## src/rtl/divisibility_checker_seq_pkg.sv

```systemverilog
`default_nettype none
// +-----------------------------------------------------------------------+
// | Package    : div_pkg                                                   |
// | Description: Shared state encoding and parameter helpers for the       |
// |              sequential divisibility checker.                          |
// | Revision   : 1.0 - initial release                                     |
// +-----------------------------------------------------------------------+
package div_pkg;

    typedef enum logic [1:0] {
        ST_IDLE = 2'd0,
        ST_RUN  = 2'd1,
        ST_DONE = 2'd2
    } state_t;

    function automatic int rem_width(input int divisor);
        int w;
        w = $clog2(divisor);
        return (w < 1) ? 1 : w;
    endfunction

    function automatic bit width_ok(input int data_w, input int bits_per_cyc);
        return (bits_per_cyc == 1 || bits_per_cyc == 2 || bits_per_cyc == 4 ||
                bits_per_cyc == 8) && (data_w > 0) && ((data_w % bits_per_cyc) == 0);
    endfunction

    function automatic bit divisor_ok(input int divisor);
        return divisor >= 1;
    endfunction

endpackage
`default_nettype wire

```

## src/rtl/divisibility_checker_seq_mod_step.sv

```systemverilog
`default_nettype none
// +-----------------------------------------------------------------------+
// | Module     : div_mod_step                                              |
// | Description: One folding step: (rem_in*2^B + chunk) mod DIVISOR using  |
// |              a restoring compare/subtract chain.                       |
// | Revision   : 1.0 - initial release                                     |
// +-----------------------------------------------------------------------+
module div_mod_step
    import div_pkg::*;
#(
    parameter  int DIVISOR      = 3,
    parameter  int BITS_PER_CYC = 1,
    localparam int REM_W        = rem_width(DIVISOR)
) (
    input  logic [REM_W-1:0]        rem_in,
    input  logic [BITS_PER_CYC-1:0] chunk,
    output logic [REM_W-1:0]        rem_out
);

    localparam int                 c_sum_w = REM_W + BITS_PER_CYC;
    localparam logic [c_sum_w-1:0] c_div   = c_sum_w'(DIVISOR);

    logic [c_sum_w-1:0] w_stage [0:BITS_PER_CYC-1];

    assign w_stage[0] = {rem_in, chunk};

    // The sum is below DIVISOR*2^B, so subtracting DIVISOR*2^k for k = B-1..0
    // leaves a value below DIVISOR after the last stage.
    for (genvar k = 0; k < BITS_PER_CYC; k++) begin : g_stage
        localparam logic [c_sum_w-1:0] c_sub = c_div << (BITS_PER_CYC - 1 - k);
        if (k < BITS_PER_CYC - 1) begin : g_mid
            assign w_stage[k+1] = (w_stage[k] >= c_sub) ? (w_stage[k] - c_sub) : w_stage[k];
        end else begin : g_last
            assign rem_out = REM_W'((w_stage[k] >= c_sub) ? (w_stage[k] - c_sub) : w_stage[k]);
        end
    end

endmodule
`default_nettype wire

```

## src/rtl/divisibility_checker_seq.sv

```systemverilog
`default_nettype none
// +-----------------------------------------------------------------------+
// | Module     : divisibility_checker_seq                                  |
// | Description: Sequential in_data mod DIVISOR, B bits per cycle MSB      |
// |              first, valid/ready on both sides. Optional macro          |
// |              DIV_BACK2BACK_EN overlaps result handshake with accept.   |
// | Revision   : 1.0 - initial release                                     |
// +-----------------------------------------------------------------------+
module divisibility_checker_seq
    import div_pkg::*;
#(
    parameter  int DATA_W       = 16,
    parameter  int DIVISOR      = 3,
    parameter  int BITS_PER_CYC = 1,
    localparam int REM_W        = rem_width(DIVISOR)
) (
    input  logic              clk,
    input  logic              rst,
    input  logic              in_valid,
    output logic              in_ready,
    input  logic [DATA_W-1:0] in_data,
    output logic              out_valid,
    input  logic              out_ready,
    output logic [REM_W-1:0]  out_remainder,
    output logic              out_divisible,
    output logic              busy
);

    localparam int c_n     = DATA_W / BITS_PER_CYC;
    localparam int c_cnt_w = $clog2(c_n + 1);

    if (!width_ok(DATA_W, BITS_PER_CYC)) begin : g_chk_width
        $error("DATA_W must be a multiple of BITS_PER_CYC (1, 2, 4 or 8)");
    end
    if (!divisor_ok(DIVISOR)) begin : g_chk_divisor
        $error("DIVISOR must be >= 1");
    end

    state_t                  r_state;
    state_t                  w_next_state;
    logic [DATA_W-1:0]       r_shift;
    logic [c_cnt_w-1:0]      r_cnt;
    logic [REM_W-1:0]        r_rem;
    logic [REM_W-1:0]        w_rem_next;
    logic [BITS_PER_CYC-1:0] w_chunk;
    logic                    w_accept;
    logic                    w_out_hs;

    assign w_accept = in_valid && in_ready;
    assign w_out_hs = out_valid && out_ready;
    assign w_chunk  = r_shift[DATA_W-1 -: BITS_PER_CYC];

    div_mod_step #(
        .DIVISOR      (DIVISOR),
        .BITS_PER_CYC (BITS_PER_CYC)
    ) u_step (
        .rem_in  (r_rem),
        .chunk   (w_chunk),
        .rem_out (w_rem_next)
    );

    always_ff @(posedge clk or posedge rst) begin
        if (rst) begin
            r_state <= ST_IDLE;
        end else begin
            r_state <= w_next_state;
        end
    end

    // In the default build in_ready is low in DONE, so w_accept there can
    // only come from the back-to-back path.
    always_comb begin
        w_next_state = r_state;
        case (r_state)
            ST_IDLE: if (w_accept) w_next_state = ST_RUN;
            ST_RUN:  if (r_cnt == c_cnt_w'(1)) w_next_state = ST_DONE;
            ST_DONE: if (w_out_hs) w_next_state = w_accept ? ST_RUN : ST_IDLE;
            default: w_next_state = ST_IDLE;
        endcase
    end

    always_comb begin
        in_ready      = 1'b0;
        out_valid     = 1'b0;
        busy          = 1'b1;
        case (r_state)
            ST_IDLE: begin
                in_ready = 1'b1;
                busy     = 1'b0;
            end
            ST_DONE: begin
                out_valid = 1'b1;
`ifdef DIV_BACK2BACK_EN
                in_ready  = out_ready;
`endif
            end
            default: ;
        endcase
        out_remainder = r_rem;
        out_divisible = out_valid && (r_rem == '0);
    end

    always_ff @(posedge clk or posedge rst) begin
        if (rst) begin
            r_shift <= '0;
            r_cnt   <= '0;
            r_rem   <= '0;
        end else if (w_accept) begin
            r_shift <= in_data;
            r_cnt   <= c_cnt_w'(c_n);
            r_rem   <= '0;
        end else if (r_state == ST_RUN) begin
            r_shift <= r_shift << BITS_PER_CYC;
            r_cnt   <= r_cnt - c_cnt_w'(1);
            r_rem   <= w_rem_next;
        end
    end

endmodule
`default_nettype wire

```

## config.mk

```make
export PLATFORM = sky130hd
export DESIGN_NAME = divisibility_checker_seq
export DESIGN_NICKNAME = d
export VERILOG_FILES = /design/src/rtl/divisibility_checker_seq_pkg.sv /design/src/rtl/divisibility_checker_seq_mod_step.sv /design/src/rtl/divisibility_checker_seq.sv
export SDC_FILE = /design/constraint.sdc
export NUM_CORES = 1
export LEC_CHECK = 0
export ABC_AREA = 1
export BUFFER_PORTS_ARGS = -buffer_cell sky130_fd_sc_hd__buf_2
export CAP_MARGIN = 10
export CORE_UTILIZATION = 50
export DETAILED_ROUTE_END_ITERATION = 7
export PLACE_DENSITY_LB_ADDON = 0.12
export SLEW_MARGIN = 20
export SYNTH_ARGS = -nofsm -noshare
export SYNTH_HDL_FRONTEND = slang
export SYNTH_SLANG_ARGS = --single-unit
```

## constraint.sdc

```tcl
create_clock -name clk -period 2.72 [get_ports clk]
set_input_delay 0.136 -clock clk [delete_from_list [all_inputs] [get_ports clk]]
set_output_delay 0.136 -clock clk [all_outputs]
set_load 0.02 [all_outputs]
```

* Word level (Yosys, flattened, before mapping)
Cells that the tools add are included.
** Word-level totals
- Register bits after elaboration :: 25
- Bits in latches :: 0
- Memory bits (writable) :: 0
- Bits in read-only memories :: 0
- Input bits :: 20
- Output and inout port bits :: 6
- Word-level logic and storage cells :: 35
- Memories kept :: 0
** Operators by class
- $add $sub $neg :: 2
- Multipliers :: 0
- Div/mod/pow operators :: 0
- Magnitude comparators :: 1
- Equal/unequal tests :: 6
- Shift-type cells :: 0
- Muxes and demuxes :: 15
- Bitwise logic cells :: 0
- Reduce and logical (&&, ||, !) cells :: 7
** Operators by type and width (number)
- $mux 16 :: 2
- $mux 2 :: 6
- $mux 5 :: 2
- $ne 2x2->1 const B :: 3
- $pmux 2 s3 :: 1
- $eq 5x1->1 const B :: 1
- $sub 5x1->5 const B :: 1
- $logic_not 2->1 :: 2
- $mux 1 :: 4
- $ge 3x2->1 const B :: 1
- $logic_and 1x1->1 :: 3
- $reduce_and 3->1 :: 1
- $eq 2x1->1 const B :: 1
- $eq 2x2->1 const B :: 1
- $reduce_bool 2->1 :: 1
- $sub 2x2->2 const B :: 1

* Longest topological paths before layout
Gate-level depths: netlist of run 1.
- Depth in word-level cells :: 6
- Gate-level depth with buffers :: 7
- Depth with buffers taken out :: 7

* Modules after synthesis
From an unflattened synthesis of run 1, not the netlist that was laid out.
** Unflattened totals
- Cell total of the unflattened synthesis :: 157
- Area, all modules :: 1246.2 µm²
** Modules (own cells, without submodules)
- divisibility_checker_seq :: times used 1, cells each 145, area each 1186.1 µm², sequential area each 625.6 µm²
- div_mod_step :: times used 1, cells each 12, area each 60.1 µm², sequential area each 0.0 µm²

* Worst setup path after synthesis of run 1
No wires, ideal clock.
- Kind :: reg-to-output
- Start point :: reg r_rem[1] (netlist: out_remainder[1])
- End point :: out out_divisible
- Arrival time :: 1221 ps
- Path slack :: 1363 ps
- Stages on the path, launching flop included :: 2
- Buffers on the path :: 0
- Path through :: dfrtp_1 -> nor4_1
** Between the ends
- Longest elaborated chain between the ends :: 2
** Ends and longest elaborated chain
- from (decl) :: RTL line divisibility_checker_seq.sv:43 : logic [REM_W-1:0] r_rem;
- from (signal assigned) :: RTL line divisibility_checker_seq.sv:115 : r_rem <= w_rem_next;
- $logic_not 2->1 :: RTL line divisibility_checker_seq.sv:100 : out_divisible = out_valid && (r_rem == '0);
- $logic_and 1x1->1 :: RTL line divisibility_checker_seq.sv:100
- to (decl) :: RTL line divisibility_checker_seq.sv:25 : output logic out_divisible,
No other way between the ends.

* Worst setup path after layout of run 1
- Start point :: reg r_state[1]
- End point :: out out_divisible
** Between the ends
- Longest elaborated chain between the ends :: 3
** Ends and longest elaborated chain
- from (decl) :: RTL line divisibility_checker_seq.sv:39 : state_t r_state;
- from (signal assigned) :: RTL line divisibility_checker_seq.sv:66 : r_state <= w_next_state;
- $eq 2x2->1 :: RTL line divisibility_checker_seq.sv:86 : case (r_state)
- $mux 1 :: RTL line divisibility_checker_seq.sv:86
- $logic_and 1x1->1 :: RTL line divisibility_checker_seq.sv:100
No other way between the ends.

==> implementation parameters, run 1 <==
Parameter                              Value

Critical path
  Endpoint required time on the critical path ... 2580 ps
  Category of the critical setup timing path ... flip-flop to primary output
  WP data arrival ... 1330 ps
  Crit-path max cell delay ... 460 ps
  Critical path, cell by cell ... inv_2 -> nor4_1 -> buf_2
  First element of the critical path ... r_state[1]$_DFFE_PP0P_
  Capturing element type of the critical path ... primary output
  CP delay by family, top ... flip-flops
  Cell with the biggest individual delay on the critical path ... sky130_fd_sc_hd__dfrtp_1
  Worst setup SP type ... flip-flop
  Largest fanout of any net on the critical path ... 4
  Worst flop-to-flop path startpoint ... r_state[0]$_DFFE_PP0P_
  Worst path bufs/invs ... 2

Run status
  Violations in the final reports ... hold timing
  Outcome ... finished, violations left

Floorplan
  Core outline area ... 2250 um^2
  Die ar. ... 2660 um^2
  Initial Util ... 54.4%
  Die Ht ... 51.5 um
  Boundary Pins ... 26
  Row count ... 17
  Chip width ... 51.5 um

Synth
  Total nets after synthesis ... 177
  Share of synthesized area occupied by flip-flops and latches ... 51.0%
  Share of Yosys cell area claimed by the top area cell type ... 51.0%
  Yosys top cell by area ... sky130_fd_sc_hd__dfrtp_1
  Distinct cells, synth ... 21
  Number of synthesis warnings ... 0
  Number of storage elements in the synthesis netlist ... 25
  Post-synthesis area per instance ... 7.97 um^2
  Leading post-synthesis cells by cell area ... sky130_fd_sc_hd__dfrtp_1 (51%), sky130_fd_sc_hd__nand2_1 (20%), sky130_fd_sc_hd__nand3_1 (7.7%)
  Number of standard cells after synthesis ... 154
  Total standard cell area after synthesis ... 1230 um^2

Global routing
  Number of antenna violations at the first check in global routing ... 0
  Overall track demand over capacity in global routing ... 21.5%
  Vias in the first global route ... 1,019
  Gr ovfl total ... 0
  Wire length of the first global-routing pass ... 4170 um
  Maximum number of pins on one net before global-route repair ... 26

Routing
  DRC marker count from the first detailed-route iteration ... 12
  Antenna-violating nets left ... 0
  Vias after detailed routing ... 1,053
  Max layer used ... met4
  TritonRoute pass-1 iters ... 4
  Vias per std cell ... 5.01
  Routed wire length on met3 ... 83 um
  Routed metal-1 wirelength ... 1110 um
  Count of unresolved DRC violations after routing ... 0
  Detailed-route wire length ... 2400 um
  Met2 layer wire length in the routed design ... 1160 um
  Avg WL per Cell ... 11.4 um

Timing
  Hold Slack ... -10.7 ps
  Final min period ... 1460 ps
  Highest achievable clock rate ... 683 MHz
  Setup repair after global routing missed its margin ... false
  Final Hold Violating Endpoints ... 25
  Final setup violation count ... 0
  Measured slew at the worst slew-check pin ... 931 ps
  Final-report max-slew violation count ... 0
  Total Neg Setup Slack ... 0 ps
  Share of the clock period used by the worst path ... 53.8%
  Max-slew headroom at the worst pin ... 37.9%
  Final worst clock skew ... 3.07 ps

Layout
  Area growth from synthesis to final layout ... 14.9%
  Antenna cell count ... 0
  Final-stage net count ... 206
  Share of cells above drive strength 1 ... 19.8%

Clock tree
  Clk buf depth ... 2
  Number of levels in the clock H-tree ... 1
  Number of clock buffers inserted by TritonCTS ... 3
  Insertion delay of the later-clocked pin in the worst-skew pair ... 320 ps
  Clk Tree Root Cell ... sky130_fd_sc_hd__clkbuf_4
  Post-CTS Setup Repair Bufs ... 0
  Number of sinks handled by clock tree synthesis ... 25
  Clock edge transition at the registers on the reported setup and hold paths ... 140 ps
  CTS tree ... done
  Post_cts resized ... 0
  CTS Hold Buffers Added ... 2

Hold path
  Path class of the lowest-slack min-delay path ... input port to asynchronous set/reset pin

Power
  Static leakage ... 0.762 nW
  Peak supply drop ... 571 uV
  Total Power ... 1.45 mW
  Cell Pwr Density ... 1030 nW/um^2

Place
  Number of port buffers ... 25
  Global placer's final weighted congestion ... 0.722
  HPWL reported at the end of detailed placement ... 1710 um

Job
  Max_cap viols ... 0
==> Yosys cell counts <==
cell type and n:
sky130_fd_sc_hd__nand2_1 64, sky130_fd_sc_hd__dfrtp_1 25, sky130_fd_sc_hd__nand3_1 19, sky130_fd_sc_hd__inv_1 12, sky130_fd_sc_hd__nor2_1 8, sky130_fd_sc_hd__o21ai_0 5, sky130_fd_sc_hd__ha_1 3, sky130_fd_sc_hd__buf_6 2
sky130_fd_sc_hd__inv_2 2, sky130_fd_sc_hd__nand2_4 2, sky130_fd_sc_hd__o21ai_1 2, sky130_fd_sc_hd__a21oi_1 1, sky130_fd_sc_hd__buf_2 1, sky130_fd_sc_hd__buf_4 1, sky130_fd_sc_hd__inv_4 1, sky130_fd_sc_hd__nand3b_1 1
sky130_fd_sc_hd__nand4_1 1, sky130_fd_sc_hd__nor2_4 1, sky130_fd_sc_hd__nor3_1 1, sky130_fd_sc_hd__nor4_1 1, sky130_fd_sc_hd__o22ai_1 1
==> per-stage QoR <==
stage | instances | setup slack [ps] | utilization, % | hold WS (ps) | area [um^2]
after CTS | 210 | 1250 | 62.5 | 0.553 | 1410
final | 210 | 1260 | 62.5 | -10.7 | 1410
after global placement | 204 | 1580 | 60.3 | 337 | 1360
after floorplan | 154 | 1360 | - | 163 | 1230
after detailed placement | 204 | 1530 | 60.3 | 337 | 1360
after global routing | 210 | 1150 | 62.5 | 11.1 | 1410
==> where the power goes <==
group / switching (mW) / leakage [nW] / internal (mW)
logic: 0.402 / 0.433 / 0.229
clock network: 0.117 / 0.0139 / 0.0563
registers: 0.112 / 0.315 / 0.530
total: 0.630 / 0.762 / 0.816
==> worst reg2reg max path, delay by kind of cell (launching register included) <==
family / cells / cell delay (ps)
flip-flops: 1 / 500
buffers and inverters: 2 / 350
AO/OA/AOI/OAI: 2 / 300
==> worst paths after layout <==
| check | endpoint | slack (ps) | cells after the start |
|---|---|---|---|
| worst min register to register | r_shift[0]$_DFFE_PP0P_ | 500 | 2 |
| worst min-delay path | r_shift[3]$_DFFE_PP0P_ | -10 | 2 |
| worst max-delay path | out_divisible | 1260 | 3 |
| min in group clk | r_shift[4]$_DFFE_PP0P_ | 0 | 3 |
| max in group asynchronous | r_cnt[4]$_DFFE_PP0P_ | 2170 | 2 |
| worst max register to register | r_cnt[1]$_DFFE_PP0P_ | 1490 | 4 |
==> layout make-up <==
cell class	count	area, um^2
Clock buffer	3	22.5
Clock inverter	1	7.51
Fill cell	218	845
Inverter	15	58.8
Multi-Input combinational cell	110	508
Sequential cell	25	626
Tap cell	28	35.0
Timing Repair Buffer	28	153
==> per-layer routing <==
layer	vias to the layer above	GRT usage, %
li1	537	-
met1	493	25.6
met3	4	3.51
met4	0	9.46
met5	-	0
met2	19	37.9
==> sequential cells by signal, summed over array words and instances, names as in the netlist <==
signal         cells
out_remainder      2
r_state            2
r_shift           16
r_cnt              5
==> placed cells by master (no fill, tap or decap), drive strengths merged <==
| cell | instances |
|---|---|
| o21ai | 7 |
| o22ai | 1 |
| clkinvlp | 1 |
| inv | 15 |
| ha | 3 |
| dfrtp | 25 |
| a21oi | 1 |
| buf | 26 |
| nor3 | 1 |
| clkbuf | 3 |
| nand4 | 1 |
| dlygate4sd3 | 2 |
| nand3b | 1 |
| nor2 | 9 |
| nand3 | 19 |
| nor4 | 1 |
| nand2 | 66 |
==> cells by family (layout without fill, tap and decap cells) <==
group / count (synthesis) / in the layout / synth area share, %
AOI/OAI and AO/OA: 9 / 9 / 3.77
buffers and inverters: 19 / 47 / 7.65
DFF: 25 / 25 / 51.0
adders and majority gates: 3 / 3 / 3.06
and+or+nand+nor: 98 / 98 / 34.6
No activity file was read; power rests on OpenSTA's default activity.
==> run 2: changes to the inputs <==
--- a/config.mk
+++ b/config.mk
@@ -8,7 +8,7 @@
 export ABC_AREA = 1
 export BUFFER_PORTS_ARGS = -buffer_cell sky130_fd_sc_hd__buf_2
 export CAP_MARGIN = 10
-export CORE_UTILIZATION = 50
+export CORE_UTILIZATION = 47
 export DETAILED_ROUTE_END_ITERATION = 7
 export PLACE_DENSITY_LB_ADDON = 0.12
 export SLEW_MARGIN = 20
==> constraint.sdc (replaced) <==
create_clock -name clk -period 1.3 [get_ports clk]
set_input_delay 0.065 -clock clk [delete_from_list [all_inputs] [get_ports clk]]
set_output_delay 0.065 -clock clk [all_outputs]
set_load 0.02 [all_outputs]
==> run 2 against run 1 <==
Effect of this change:
- the run now ends clean
- die area up 6.1%
- sequential power up 110%
- worst hold slack improved by 34 ps
- worst setup slack got worse by 1200 ps
- total power up 120%
- routed wire length grew 10%
- clock skew barely moved
- clock-buffer cell count increased by 1
- global-route usage decreased by 0.89 points
- utilization up 3.3 points
- final cell count up 11%
==> implementation parameters, run 2 (synthesized netlist as in run 1, its figures left out) <==
Parameter                              Value

Run status
  Outcome ... finished, final reports clean

Layout
  Area growth from synthesis to final layout ... 32.9%
  Leading cell types in the layout, fill and taps excluded ... sky130_fd_sc_hd__nand2_1 (64), sky130_fd_sc_hd__buf_2 (23), sky130_fd_sc_hd__dfrtp_1 (23)
  Final-stage net count ... 228
  Most frequent standard cell in the layout excluding fill and tap cells ... sky130_fd_sc_hd__nand2_1
  Top register by number of flip-flops ... r_shift
  Non-filler instance count after layout ... 234
  Final core utilization ... 65.9%
  Antenna cell count ... 0
  Registers with the highest flip-flop counts ... r_shift: 16 flops, r_cnt: 5 flops
  Flip-flop count of the largest register, all copies and words added ... 16
  Share of cells above drive strength 1 ... 23.0%

Routing
  Avg WL per Cell ... 11.3 um
  TritonRoute pass-1 iters ... 4
  DRC marker count from the first detailed-route iteration ... 28
  Vias after detailed routing ... 1,121
  Detailed-route wire length ... 2650 um
  Count of unresolved DRC violations after routing ... 0
  Antenna-violating nets left ... 0
  Vias per std cell ... 4.79

Hold path
  Number of cells on the worst hold path ... 3
  Path class of the lowest-slack min-delay path ... input port to flip-flop
  Start point of the worst min-delay path ... out_ready
  Hold Path End ... r_state[1]$_DFFE_PP0P_

Clock tree
  Insertion delay of the later-clocked pin in the worst-skew pair ... 320 ps
  Number of levels in the clock H-tree ... 1
  Clk Tree Root Cell ... sky130_fd_sc_hd__clkbuf_4
  CTS tree ... done
  Number of clock buffers inserted by TritonCTS ... 3
  Clk buf depth ... 2
  Number of sinks handled by clock tree synthesis ... 25
  Clock edge transition at the registers on the reported setup and hold paths ... 140 ps

Critical path
  Critical path, cell by cell ... buf_4 -> nor2_4 -> inv_1 -> buf_2
  Worst flop-to-flop path startpoint ... r_state[0]$_DFFE_PP0P_
  WP data arrival ... 1210 ps
  First element of the critical path ... r_state[1]$_DFFE_PP0P_
  Endpoint required time on the critical path ... 1240 ps
  Cell with the biggest individual delay on the critical path ... sky130_fd_sc_hd__dfrtp_1
  Worst setup SP type ... flip-flop
  Capturing element type of the critical path ... primary output
  Worst Reg-to-Reg Cells ... 4
  Worst-case register-to-register setup slack ... 100 ps
  End of the worst register-to-register path ... r_shift[15]$_DFFE_PP0P_
  Largest fanout of any net on the critical path ... 4
  Crit-path max cell delay ... 420 ps
  Category of the critical setup timing path ... flip-flop to primary output

Power
  Cell Pwr Density ... 1960 nW/um^2
  Total Power ... 3.20 mW
  Peak supply drop ... 1150 uV
  Static leakage ... 0.857 nW

Timing
  Max-slew headroom at the worst pin ... 79.2%
  Final Hold Violating Endpoints ... 0
  Setup repair after global routing missed its margin ... true
  Final min period ... 1280 ps
  Measured slew at the worst slew-check pin ... 312 ps
  Highest achievable clock rate ... 782 MHz
  Final-report max-slew violation count ... 0
  Share of the clock period used by the worst path ... 98.4%
  Total Neg Setup Slack ... 0 ps
  Final worst clock skew ... 2.95 ps
  Final setup violation count ... 0

Global routing
  Overall track demand over capacity in global routing ... 20.6%
  Vias in the first global route ... 1,007
  Met2 usage ... 39.5%
  Gr ovfl total ... 0
  Wire length of the first global-routing pass ... 4080 um
  Most used routing layer in global routing ... met2
  M3 GR Usage ... 3.45%
  Number of antenna violations at the first check in global routing ... 0
  Global-route met1 utilization ... 22.1%
  Maximum number of pins on one net before global-route repair ... 26

Place
  HPWL reported at the end of detailed placement ... 1680 um
  Dpl cells ... 208
  Number of port buffers ... 25
  Global placer's final weighted congestion ... 0.733

Job
  Max_cap viols ... 0

Floorplan
  Initial Util ... 49.5%
  Die ar. ... 2820 um^2
  Boundary Pins ... 26
  Row count ... 18
  Core outline area ... 2480 um^2
  Die Ht ... 53.1 um
  Chip width ... 53.1 um
[run 2: cell count changes in the layout (fill, tap and decap cells not counted), moves of 2 or more]
cell and change:
sky130_fd_sc_hd__dfrtp_2 +2, sky130_fd_sc_hd__buf_2 -2, sky130_fd_sc_hd__buf_4 +9, sky130_fd_sc_hd__dfrtp_1 -2, sky130_fd_sc_hd__dlygate4sd3_1 +15
[run 2: layout make-up]
type / count / area (um^2)
fill: 222 / 846
sequential: 25 / 628
multi-input combinational: 110 / 519
timing repair buffer: 50 / 360
inverter: 15 / 60.1
tap: 30 / 37.5
clock buffer: 4 / 26.3
[run 2: timing repair]
| action | in CTS | in global routing |
|---|---|---|
| hold endpoints to repair | 41 | 0 |
| buffers inserted | 1 | 4 |
| gates cloned | 0 | 0 |
| setup endpoints to repair | 1 | 12 |
| gates resized for setup | 0 | 8 |
| pin swaps | 0 | 1 |
| hold buffers | 17 | 0 |
[run 2: metrics by stage]
stage          hold slack [ps]  area (um^2)  worst slack (ps)
6_report                  23.8         1630              21.3
5_1_grt                   24.1         1630             -41.7
4_1_cts                   17.7         1580              4.94
3_5_place_dp               129         1380              84.4
3_3_place_gp               131         1380               106
2_1_floorplan             92.3         1230              13.8
[run 2: worst max-delay path: cells and delay by family (launching register included)]
family / cells / cell delay (ps)
buffers and inverters: 3 / 350
DFF: 1 / 420
and+or+nand+nor: 1 / 130
[run 2: worst max-delay path by stage]
stage / endpoint / depth (start not counted)
4_1_cts: out_divisible / 2
6_report: busy / 4
3_3_place_gp: r_shift[8]$_DFFE_PP0P_ / 4
2_1_floorplan: out_divisible / 1
5_1_grt: busy / 4
3_5_place_dp: r_cnt[4]$_DFFE_PP0P_ / 7
[run 2: per-layer routing]
layer	wire length (um)	part of all wire, %	vias up
met4	14	0.53	0
met2	1360	51	20
met3	87	3.3	2
met1	1190	45	518
met5	0	0	-
li1	-	-	581
[run 2: power breakdown]
part	internal, mW	leakage [nW]	switching [mW]
Sequential	1.12	0.313	0.218
Clock	0.120	0.0150	0.233
Combinational	0.622	0.529	0.893
Total	1.86	0.857	1.34
==> run 3: changes to the inputs <==
--- a/config.mk
+++ b/config.mk
@@ -10,7 +10,7 @@
 export CAP_MARGIN = 10
 export CORE_UTILIZATION = 47
 export DETAILED_ROUTE_END_ITERATION = 7
-export PLACE_DENSITY_LB_ADDON = 0.12
+export PLACE_DENSITY = 0.73
 export SLEW_MARGIN = 20
 export SYNTH_ARGS = -nofsm -noshare
 export SYNTH_HDL_FRONTEND = slang
==> run 3 against run 2 <==
Effect of this change:
- the run now ends with setup timing left
- maximum frequency fell by 3.6%
- clock-buffer cell count fell by 1
- total power rose by 4.0%
- combinational power rose by 6%
- largest cell class unchanged
- routed wire length rose by 2.3%
- global-route usage rose by 0.67 points
- sequential cell count did not move
- sequential power rose by 3%
- largest power group unchanged
- non-clock buffer count rose by 1
- final cell count rose by 0.43%
==> implementation parameters, run 3 (synthesized netlist as in run 1, its figures left out) <==
Parameter                              Value

Critical path
  CP delay by family, top ... flip-flops
  Cell with the biggest individual delay on the critical path ... sky130_fd_sc_hd__dfrtp_1
  Largest fanout of any net on the critical path ... 3
  Category of the critical setup timing path ... flip-flop to primary output
  Worst path bufs/invs ... 2
  Crit-path max cell delay ... 410 ps
  Capturing element type of the critical path ... primary output
  WP data arrival ... 1260 ps
  Worst setup SP type ... flip-flop
  Critical path, cell by cell ... inv_2 -> nor4_4 -> buf_4
  Endpoint required time on the critical path ... 1240 ps

Timing
  Final setup violation count ... 2
  Share of the clock period used by the worst path ... 102%
  Final worst clock skew ... 3.23 ps
  Measured slew at the worst slew-check pin ... 319 ps
  Final min period ... 1330 ps
  Max-slew headroom at the worst pin ... 78.7%
  Final Hold Violating Endpoints ... 0
  Final-report max-slew violation count ... 0
  Setup repair after global routing missed its margin ... true
  Highest achievable clock rate ... 754 MHz
  Hold Slack ... 16.1 ps
  Worst setup slack after layout ... -26.7 ps

Place
  Cell area after placement ... 1380 um^2
  Number of port buffers ... 25
  Global placer's final weighted congestion ... 0.689
  HPWL reported at the end of detailed placement ... 1710 um

Clock tree
  Number of levels in the clock H-tree ... 1
  Insertion delay of the later-clocked pin in the worst-skew pair ... 320 ps
  Clk buf depth ... 2
  CTS tree ... done
  Clock edge transition at the registers on the reported setup and hold paths ... 130 ps
  Clk Tree Root Cell ... sky130_fd_sc_hd__clkbuf_4
  Number of sinks handled by clock tree synthesis ... 25
  Number of clock buffers inserted by TritonCTS ... 3

Floorplan
  Core outline area ... 2480 um^2
  Boundary Pins ... 26
  Die ar. ... 2820 um^2
  Chip width ... 53.1 um
  Row count ... 18
  Die Ht ... 53.1 um
  Initial Util ... 49.5%

Layout
  Final-stage net count ... 229
  Final core utilization ... 67.5%
  Leading cell types in the layout, fill and taps excluded ... sky130_fd_sc_hd__nand2_1 (64), sky130_fd_sc_hd__dfrtp_1 (23), sky130_fd_sc_hd__buf_2 (22)
  Flip-flop count of the largest register, all copies and words added ... 16
  Count of fill cells added during filler insertion ... 224
  Share of cells above drive strength 1 ... 24.9%
  Top register by number of flip-flops ... r_shift
  Area growth from synthesis to final layout ... 36.2%
  Registers with the highest flip-flop counts ... r_shift: 16 flops, r_cnt: 5 flops
  Most frequent standard cell in the layout excluding fill and tap cells ... sky130_fd_sc_hd__nand2_1
  Antenna cell count ... 0
  Final standard cell area without fillers ... 1670 um^2

Power
  Static leakage ... 0.872 nW
  Peak supply drop ... 1240 uV
  Cell Pwr Density ... 1990 nW/um^2

Global routing
  Vias in the first global route ... 1,027
  Gr ovfl total ... 0
  Overall track demand over capacity in global routing ... 21.3%
  Wire length of the first global-routing pass ... 4210 um
  Maximum number of pins on one net before global-route repair ... 26
  Number of antenna violations at the first check in global routing ... 0

Job
  Max_cap viols ... 0

Routing
  DRC marker count from the first detailed-route iteration ... 25
  Vias per std cell ... 4.97
  Avg WL per Cell ... 11.5 um
  Count of unresolved DRC violations after routing ... 0
  Antenna-violating nets left ... 0
  Vias after detailed routing ... 1,167
  Detailed-route wire length ... 2710 um
  TritonRoute pass-1 iters ... 4

Run status
  Violations in the final reports ... setup timing
  Outcome ... finished, violations left

Hold path
  Path class of the lowest-slack min-delay path ... input port to flip-flop
==> run 3: cell type report <==
class                   count  area [um^2]  share of cell area [%]
repair buffers             51          382                    22.8
clock buffers               3         22.5                    1.35
multi-input cells         110          533                    31.9
well taps                  30         37.5                    2.25
clock inverters             1         5.00                   0.299
flip-flops and latches     25          628                    37.6
inverters                  15         63.8                    3.82
==> run 3: worst paths after layout <==
| path | startpoint | endpoint | slack, ps | cells past startpoint |
|---|---|---|---|---|
| min | out_ready | r_state[1]$_DFFE_PP0P_ | 20 | 3 |
| max | r_state[1]$_DFFE_PP0P_ | out_divisible | -30 | 3 |
| min reg2reg | r_cnt[4]$_DFFE_PP0P_ | r_cnt[4]$_DFFE_PP0P_ | 500 | 2 |
| min in group asynchronous | rst | out_remainder[1]$_DFFE_PP0P_ | 320 | 4 |
| max reg2reg | out_remainder[0]$_DFFE_PP0P_ | out_remainder[0]$_DFFE_PP0P_ | 70 | 6 |
| max in group asynchronous | rst | r_state[0]$_DFFE_PP0P_ | 720 | 4 |
==> run 3: power by group <==
part,switching [mW],internal [mW],total [mW]
Clock,0.237,0.115,0.352
Sequential,0.251,1.12,1.37
Combinational,0.943,0.670,1.61
Total,1.43,1.90,3.33
==> run 3: through the flow <==
step	power [mW]	setup WS [ps]	TNS (ps)	cells
floorplan	2.39	13.8	0	154
global placement	2.62	148	0	208
detailed placement	2.71	129	0	208
CTS	3.17	-3.49	-3.49	232
global route	3.64	-96.3	-238	235
finish	3.33	-26.7	-42.5	235
==> run 3: layer usage <==
layer  up-vias  GRT usage, %  routed length (um)
met5         -             0                   0
met2        32          37.8                1420
met3         4          2.87                  75
li1        586             -                   -
met1       545          24.6                1180
met4         0          11.0                  38
==> run 3: what timing repair did <==
| action | 4_1_cts | 5_1_grt |
|---|---|---|
| endpoints found under the setup margin | 1 | 12 |
| setup buffers | 3 | 3 |
| gates resized for setup | 1 | 17 |
| hold endpoints to repair | 41 | 0 |
| hold buffers | 17 | 0 |
| pin swaps | 1 | 3 |
==> run 3: worst register-to-register path: stages, from the launching register on <==
cell                      delay, ps
sky130_fd_sc_hd__dfrtp_2        460
sky130_fd_sc_hd__buf_6          130
sky130_fd_sc_hd__ha_2           190
sky130_fd_sc_hd__nor3_2         170
sky130_fd_sc_hd__nor2_1          80
sky130_fd_sc_hd__nand2_1         60
sky130_fd_sc_hd__nand2_1         40
